==> src/rtl/image_draw_ctl.sv <==
// Sprite compositor: overlays a ROM image on the VGA background stream.
// Three-stage pipeline aligned with a ROM that has one cycle of read latency.
module image_draw_ctl #(
    parameter int          IMG_W     = 48,
    parameter int          IMG_H     = 64,
    parameter int          KEY_EN    = 0,
    parameter logic [11:0] KEY_COLOR = 12'h000
) (
    input  logic        clk,
    input  logic        rst,
    input  logic [10:0] hcount_in,
    input  logic [10:0] vcount_in,
    input  logic        hsync_in,
    input  logic        vsync_in,
    input  logic        hblnk_in,
    input  logic        vblnk_in,
    input  logic [11:0] rgb_in,
    input  logic [11:0] xpos,
    input  logic [11:0] ypos,
    output logic [11:0] pixel_addr,
    input  logic [11:0] rgb_pixel,
    output logic [10:0] hcount_out,
    output logic [10:0] vcount_out,
    output logic        hsync_out,
    output logic        vsync_out,
    output logic        hblnk_out,
    output logic        vblnk_out,
    output logic [11:0] rgb_out
);

    logic        r_vblnk_prev;
    logic [11:0] r_xpos_l;
    logic [11:0] r_ypos_l;

    logic [10:0] r1_hcount, r1_vcount;
    logic        r1_hsync, r1_vsync, r1_hblnk, r1_vblnk, r1_inside;
    logic [11:0] r1_rgb;

    logic [10:0] r2_hcount, r2_vcount;
    logic        r2_hsync, r2_vsync, r2_hblnk, r2_vblnk, r2_inside;
    logic [11:0] r2_rgb;

    logic [12:0] w_h13, w_v13;
    logic [12:0] w_x_lo, w_y_lo;
    logic [12:0] w_x_hi, w_y_hi;
    logic        w_inside;
    logic        w_latch;
    logic        w_keyed;
    logic [5:0]  w_x_off, w_y_off;
    logic [11:0] w_addr;
    logic [11:0] w_rgb;

    // 13-bit bounds so an image near the top of the 12-bit range never wraps
    assign w_h13   = {2'b00, hcount_in};
    assign w_v13   = {2'b00, vcount_in};
    assign w_x_lo  = {1'b0, r_xpos_l};
    assign w_y_lo  = {1'b0, r_ypos_l};
    assign w_x_hi  = w_x_lo + 13'(IMG_W);
    assign w_y_hi  = w_y_lo + 13'(IMG_H);

    assign w_inside = (w_h13 >= w_x_lo) && (w_h13 < w_x_hi) &&
                      (w_v13 >= w_y_lo) && (w_v13 < w_y_hi) &&
                      !hblnk_in && !vblnk_in;

    assign w_x_off = hcount_in[5:0] - r_xpos_l[5:0];
    assign w_y_off = vcount_in[5:0] - r_ypos_l[5:0];
    assign w_addr  = w_inside ? {w_y_off, w_x_off} : 12'h000;
    assign w_latch = vblnk_in && !r_vblnk_prev;

    assign w_keyed = (KEY_EN == 1) && (rgb_pixel == KEY_COLOR);

    always_comb begin
        w_rgb = r2_rgb;
        if (r2_hblnk || r2_vblnk)
            w_rgb = 12'h000;
        else if (r2_inside && !w_keyed)
            w_rgb = rgb_pixel;
    end

    always_ff @(posedge clk or posedge rst) begin
        if (rst) begin
            r_vblnk_prev <= 1'b0;
            r_xpos_l     <= '0;
            r_ypos_l     <= '0;
            pixel_addr   <= '0;
            r1_hcount    <= '0;
            r1_vcount    <= '0;
            r1_hsync     <= 1'b0;
            r1_vsync     <= 1'b0;
            r1_hblnk     <= 1'b0;
            r1_vblnk     <= 1'b0;
            r1_inside    <= 1'b0;
            r1_rgb       <= '0;
            r2_hcount    <= '0;
            r2_vcount    <= '0;
            r2_hsync     <= 1'b0;
            r2_vsync     <= 1'b0;
            r2_hblnk     <= 1'b0;
            r2_vblnk     <= 1'b0;
            r2_inside    <= 1'b0;
            r2_rgb       <= '0;
            hcount_out   <= '0;
            vcount_out   <= '0;
            hsync_out    <= 1'b0;
            vsync_out    <= 1'b0;
            hblnk_out    <= 1'b0;
            vblnk_out    <= 1'b0;
            rgb_out      <= '0;
        end else begin
            r_vblnk_prev <= vblnk_in;
            if (w_latch) begin
                r_xpos_l <= xpos;
                r_ypos_l <= ypos;
            end
            pixel_addr <= w_addr;
            r1_hcount  <= hcount_in;
            r1_vcount  <= vcount_in;
            r1_hsync   <= hsync_in;
            r1_vsync   <= vsync_in;
            r1_hblnk   <= hblnk_in;
            r1_vblnk   <= vblnk_in;
            r1_inside  <= w_inside;
            r1_rgb     <= rgb_in;
            // stage 2 lines up with the ROM word for stage-1's address
            r2_hcount  <= r1_hcount;
            r2_vcount  <= r1_vcount;
            r2_hsync   <= r1_hsync;
            r2_vsync   <= r1_vsync;
            r2_hblnk   <= r1_hblnk;
            r2_vblnk   <= r1_vblnk;
            r2_inside  <= r1_inside;
            r2_rgb     <= r1_rgb;
            hcount_out <= r2_hcount;
            vcount_out <= r2_vcount;
            hsync_out  <= r2_hsync;
            vsync_out  <= r2_vsync;
            hblnk_out  <= r2_hblnk;
            vblnk_out  <= r2_vblnk;
            rgb_out    <= w_rgb;
        end
    end

endmodule
==> config.mk <==
export PLATFORM = sky130hd
export DESIGN_NAME = image_draw_ctl
export DESIGN_NICKNAME = d
export VERILOG_FILES = /design/src/rtl/image_draw_ctl.sv
export SDC_FILE = /design/constraint.sdc
export NUM_CORES = 1
export LEC_CHECK = 0
export BUFFER_PORTS_ARGS = -buffer_cell sky130_fd_sc_hd__clkbuf_2
export CORE_ASPECT_RATIO = 2
export CORE_MARGIN = 2
export CORE_UTILIZATION = 57
export CTS_CLUSTER_DIAMETER = 150
export CTS_CLUSTER_SIZE = 20
export DETAILED_ROUTE_END_ITERATION = 10
export PLACE_DENSITY = 0.84
export SLEW_MARGIN = 20
export SYNTH_ARGS = -nofsm -noshare
export SYNTH_HDL_FRONTEND = slang
export SYNTH_SLANG_ARGS = --single-unit
==> constraint.sdc <==
create_clock -name clk -period 10.1 [get_ports clk]
set_input_delay 0 -clock clk [delete_from_list [all_inputs] [get_ports clk]]
set_output_delay 0 -clock clk [all_outputs]
set_load 0.005 [all_outputs]
==> results.cfg <==
[drt]
route.detailed.drc = 0
antenna_left = 0
drt_iter0_drc = 274
routed-via-count = 3892
viasPerCell = 5.11
dr.pass1.iters = 4
wl_per_cell_um = 18.1
routed_wirelength_mm = 13.8

[finish]
fillerInstances = 519
layout-drive-gt1-share = 0.285
diodes = 0
seq_area_um2 = 3800
multi_input_area_um2 = 1630
nets = 730
fin_area_um2 = 7740
syn_to_final_growth_pct = 38.8

[clock_network]
worstSkewPairLatency_ns = 0.42
cts_max_level = 4
cts_tree = done
postCtsResizedCells = 0
cts.sinks = 152
cts_inserted_buffers = 17
clk_path_buf_depth = 2
clk_pin_slew_ns = 0.06
root_buffer = clkbuf_16

[grt]
grt_start_max_net_pins = 80
grt_pass1_vias = 4353
antenna_found_initial = 0
grt_overflow_total = 0
grt_usage = 0.281
grt_pass1_wl_mm = 21.7

[synth]
syn_area_um2 = 5580
synth-async-reset-ratio = 1.00
synthTopCellsByCount = dfrtp_1 (152), ha_1 (36), o21ai_0 (33), inv_1 (28), nand2_1 (25)
synth_top_cell_by_area = dfrtp_1
syn_avg_cell_area_um2 = 13.8
synth.area.top_cells = dfrtp_1 (68%), ha_1 (8.1%), o21ai_0 (3.0%)
synth_warnings = 0
ys_ff_latch = 152
synth.distinct_cells = 41
synth_edf_count = 0
synthCells = 404
netlist.area_leader.share = 0.682
ys.flop_type = dfrtp_1
seq_area_frac_synth = 0.682
synth_nets = 518
synth.most_common_cell = dfrtp_1

[power_and_ir_drop]
power.density_nw_per_um2 = 200
peakVddDrop_mv = 0.139
p_leak_nw = 3.78

[worst_setup_path]
cp_slowest_cell = a41oi_2
arrival_ns = 3.00
slowest_delay_ns = 0.55
worstSetupPathType = flip-flop to flip-flop
crit_chain = inv_1 -> ha_1 -> xor2_1 -> ha_1 -> a21oi_1 -> nor2b_1 -> o21ai_0 -> o2111ai_1 -> a41oi_2 -> and3b_2
required_ns = 10.45
crit_top_cell = ha_1
critPathLaunchType = flip-flop
crit_fanout = 13
end_kind = flip-flop

[timing]
worst_pin_slew_ns = 0.880
setup_viol = 0
timing.fmax_mhz = 378
slew-limit-headroom = 0.413
period_minus_slack_ns = 2.65
hold_viol = 0
tns_ns = 0
report.final.slew_viol_count = 0
clock_skew_ns = 0.00825
fin_crit_sh = 0.262
rsz0062_at_grt = no

[floorplanning]
initial_core_util = 0.579
io_pins = 126
dieArea_um2 = 10600
dieWidth_um = 73.9
core_area_um2 = 9640
fp-row-count = 51
die_y_um = 144

[placement]
portBuffers = 125
hpwl_mm = 8.19
place_area_um2 = 6350
place_congestion = 0.852

[job]
cap_violations = 0

[run_status]
status = finished clean

[worst_hold_path]
hp-class = primary input to flip-flop
## logic make-up (layout without fill, tap and decap cells)
kind of cell	Yosys count	in the layout	synth area share
adders and majority gates	38	38	0.0880
DFF	152	152	0.682
and+or+nand+nor	78	78	0.0720
muxes	17	17	0.0316
xor gates and xnor gates	14	14	0.0220
buffers and inverters	37	262	0.0265
AOI/OAI and AO/OA	68	68	0.0779
## layer usage
| layer | vias to the layer above | routed length (um) | GRT usage | part of all wire |
|---|---|---|---|---|
| met1 | 1936 | 4720 | 0.289 | 0.34 |
| li1 | 1790 | - | - | - |
| met4 | 0 | 386 | 0.106 | 0.028 |
| met5 | - | 0 | 0 | 0 |
| met2 | 136 | 8080 | 0.527 | 0.59 |
| met3 | 30 | 606 | 0.0673 | 0.044 |
## power breakdown
part | internal, mW | total [mW] | switching [mW]
clock | 0.430 | 0.684 | 0.255
combinational | 0.0946 | 0.204 | 0.109
sequential | 0.645 | 0.664 | 0.0189
total | 1.17 | 1.55 | 0.383
## registers in the layout, indices dropped and copies added, names as in the netlist, 12 cells and up
signal / count
rgb_out: 12
r2_rgb: 12
r_ypos_l: 12
r_xpos_l: 12
r1_rgb: 12
pixel_addr: 12
## critical path: cells and delay by family, from the launching register on
family	cells	cell delay, ns
buf+inv	1	0.09
flops	1	0.40
compound gates	4	1.02
xor+xnor	1	0.16
fa+ha+maj	2	0.56
simple gates	2	0.35
## layout by cell type (no fill, tap or decap), types with 2 or more instances in the layout
| cell type | n |
|---|---|
| xor2_1 | 3 |
| clkbuf_16 | 17 |
| ha_1 | 36 |
| fa_1 | 2 |
| clkinvlp_4 | 2 |
| inv_1 | 27 |
| nand4_1 | 5 |
| a211oi_1 | 4 |
| a211o_1 | 2 |
| and3b_2 | 2 |
| dlygate4sd3_1 | 75 |
| a21oi_1 | 11 |
| o21ai_0 | 33 |
| o2111ai_1 | 2 |
| nand3_1 | 2 |
| nor2_1 | 18 |
| o21a_1 | 4 |
| nor3_1 | 3 |
| and3_1 | 9 |
| clkinv_2 | 2 |
| o31a_1 | 2 |
| xnor2_1 | 11 |
| mux2i_1 | 12 |
| clkinv_4 | 2 |
| mux2_2 | 5 |
| nand2_1 | 25 |
| a21o_1 | 3 |
| buf_4 | 2 |
| nor2b_4 | 2 |
| inv_6 | 3 |
| nand2b_1 | 4 |
| clkbuf_2 | 125 |
| nor2b_1 | 2 |
| bufinv_16 | 4 |
| dfrtp_1 | 152 |
| clkbuf_8 | 2 |
## path summary, 6_finish.rpt
kind | from | to | slack (ns) | depth (start not counted)
worst max-delay path | r_xpos_l[4] | pixel_addr[6] | 7.45 | 10
worst min-delay path | rgb_in[3] | r1_rgb[3] | 0.23 | 2
worst max register to register | r_xpos_l[4] | pixel_addr[6] | 7.45 | 10
worst min register to register | r1_hcount[7] | r2_hcount[7] | 0.34 | 0
max in group asynchronous | rst | r1_rgb[10] | 8.49 | 4
min in group asynchronous | rst | r1_vcount[5] | 0.25 | 3
## what timing repair did
item | 4_1_cts | 5_1_grt
setup buffers | 0 | 0
hold buffers | 75 | 0
hold endpoints to repair | 152 | 0
## metrics by stage
| stage | util | hold WS, ns | power [mW] | worst slack, ns | instances |
|---|---|---|---|---|---|
| 2_1_floorplan | - | 0.0314 | 0.785 | 6.01 | 404 |
| 3_3_place_gp | 0.659 | 0.110 | 0.838 | 7.60 | 654 |
| 3_5_place_dp | 0.659 | 0.110 | 0.847 | 7.50 | 654 |
| 4_1_cts | 0.804 | 0.222 | 1.54 | 7.48 | 761 |
| 5_1_grt | 0.804 | 0.228 | 1.61 | 7.23 | 761 |
| 6_report | 0.804 | 0.229 | 1.55 | 7.45 | 761 |
## layout make-up
class,instances,share of cell area
clock buffers,19,0.0585
clock inverters,13,0.0247
inverters,28,0.0142
multi-input cells,215,0.210
flip-flops and latches,152,0.491
well taps,132,0.0213
repair buffers,202,0.180
(Power assumes the default switching activity.)
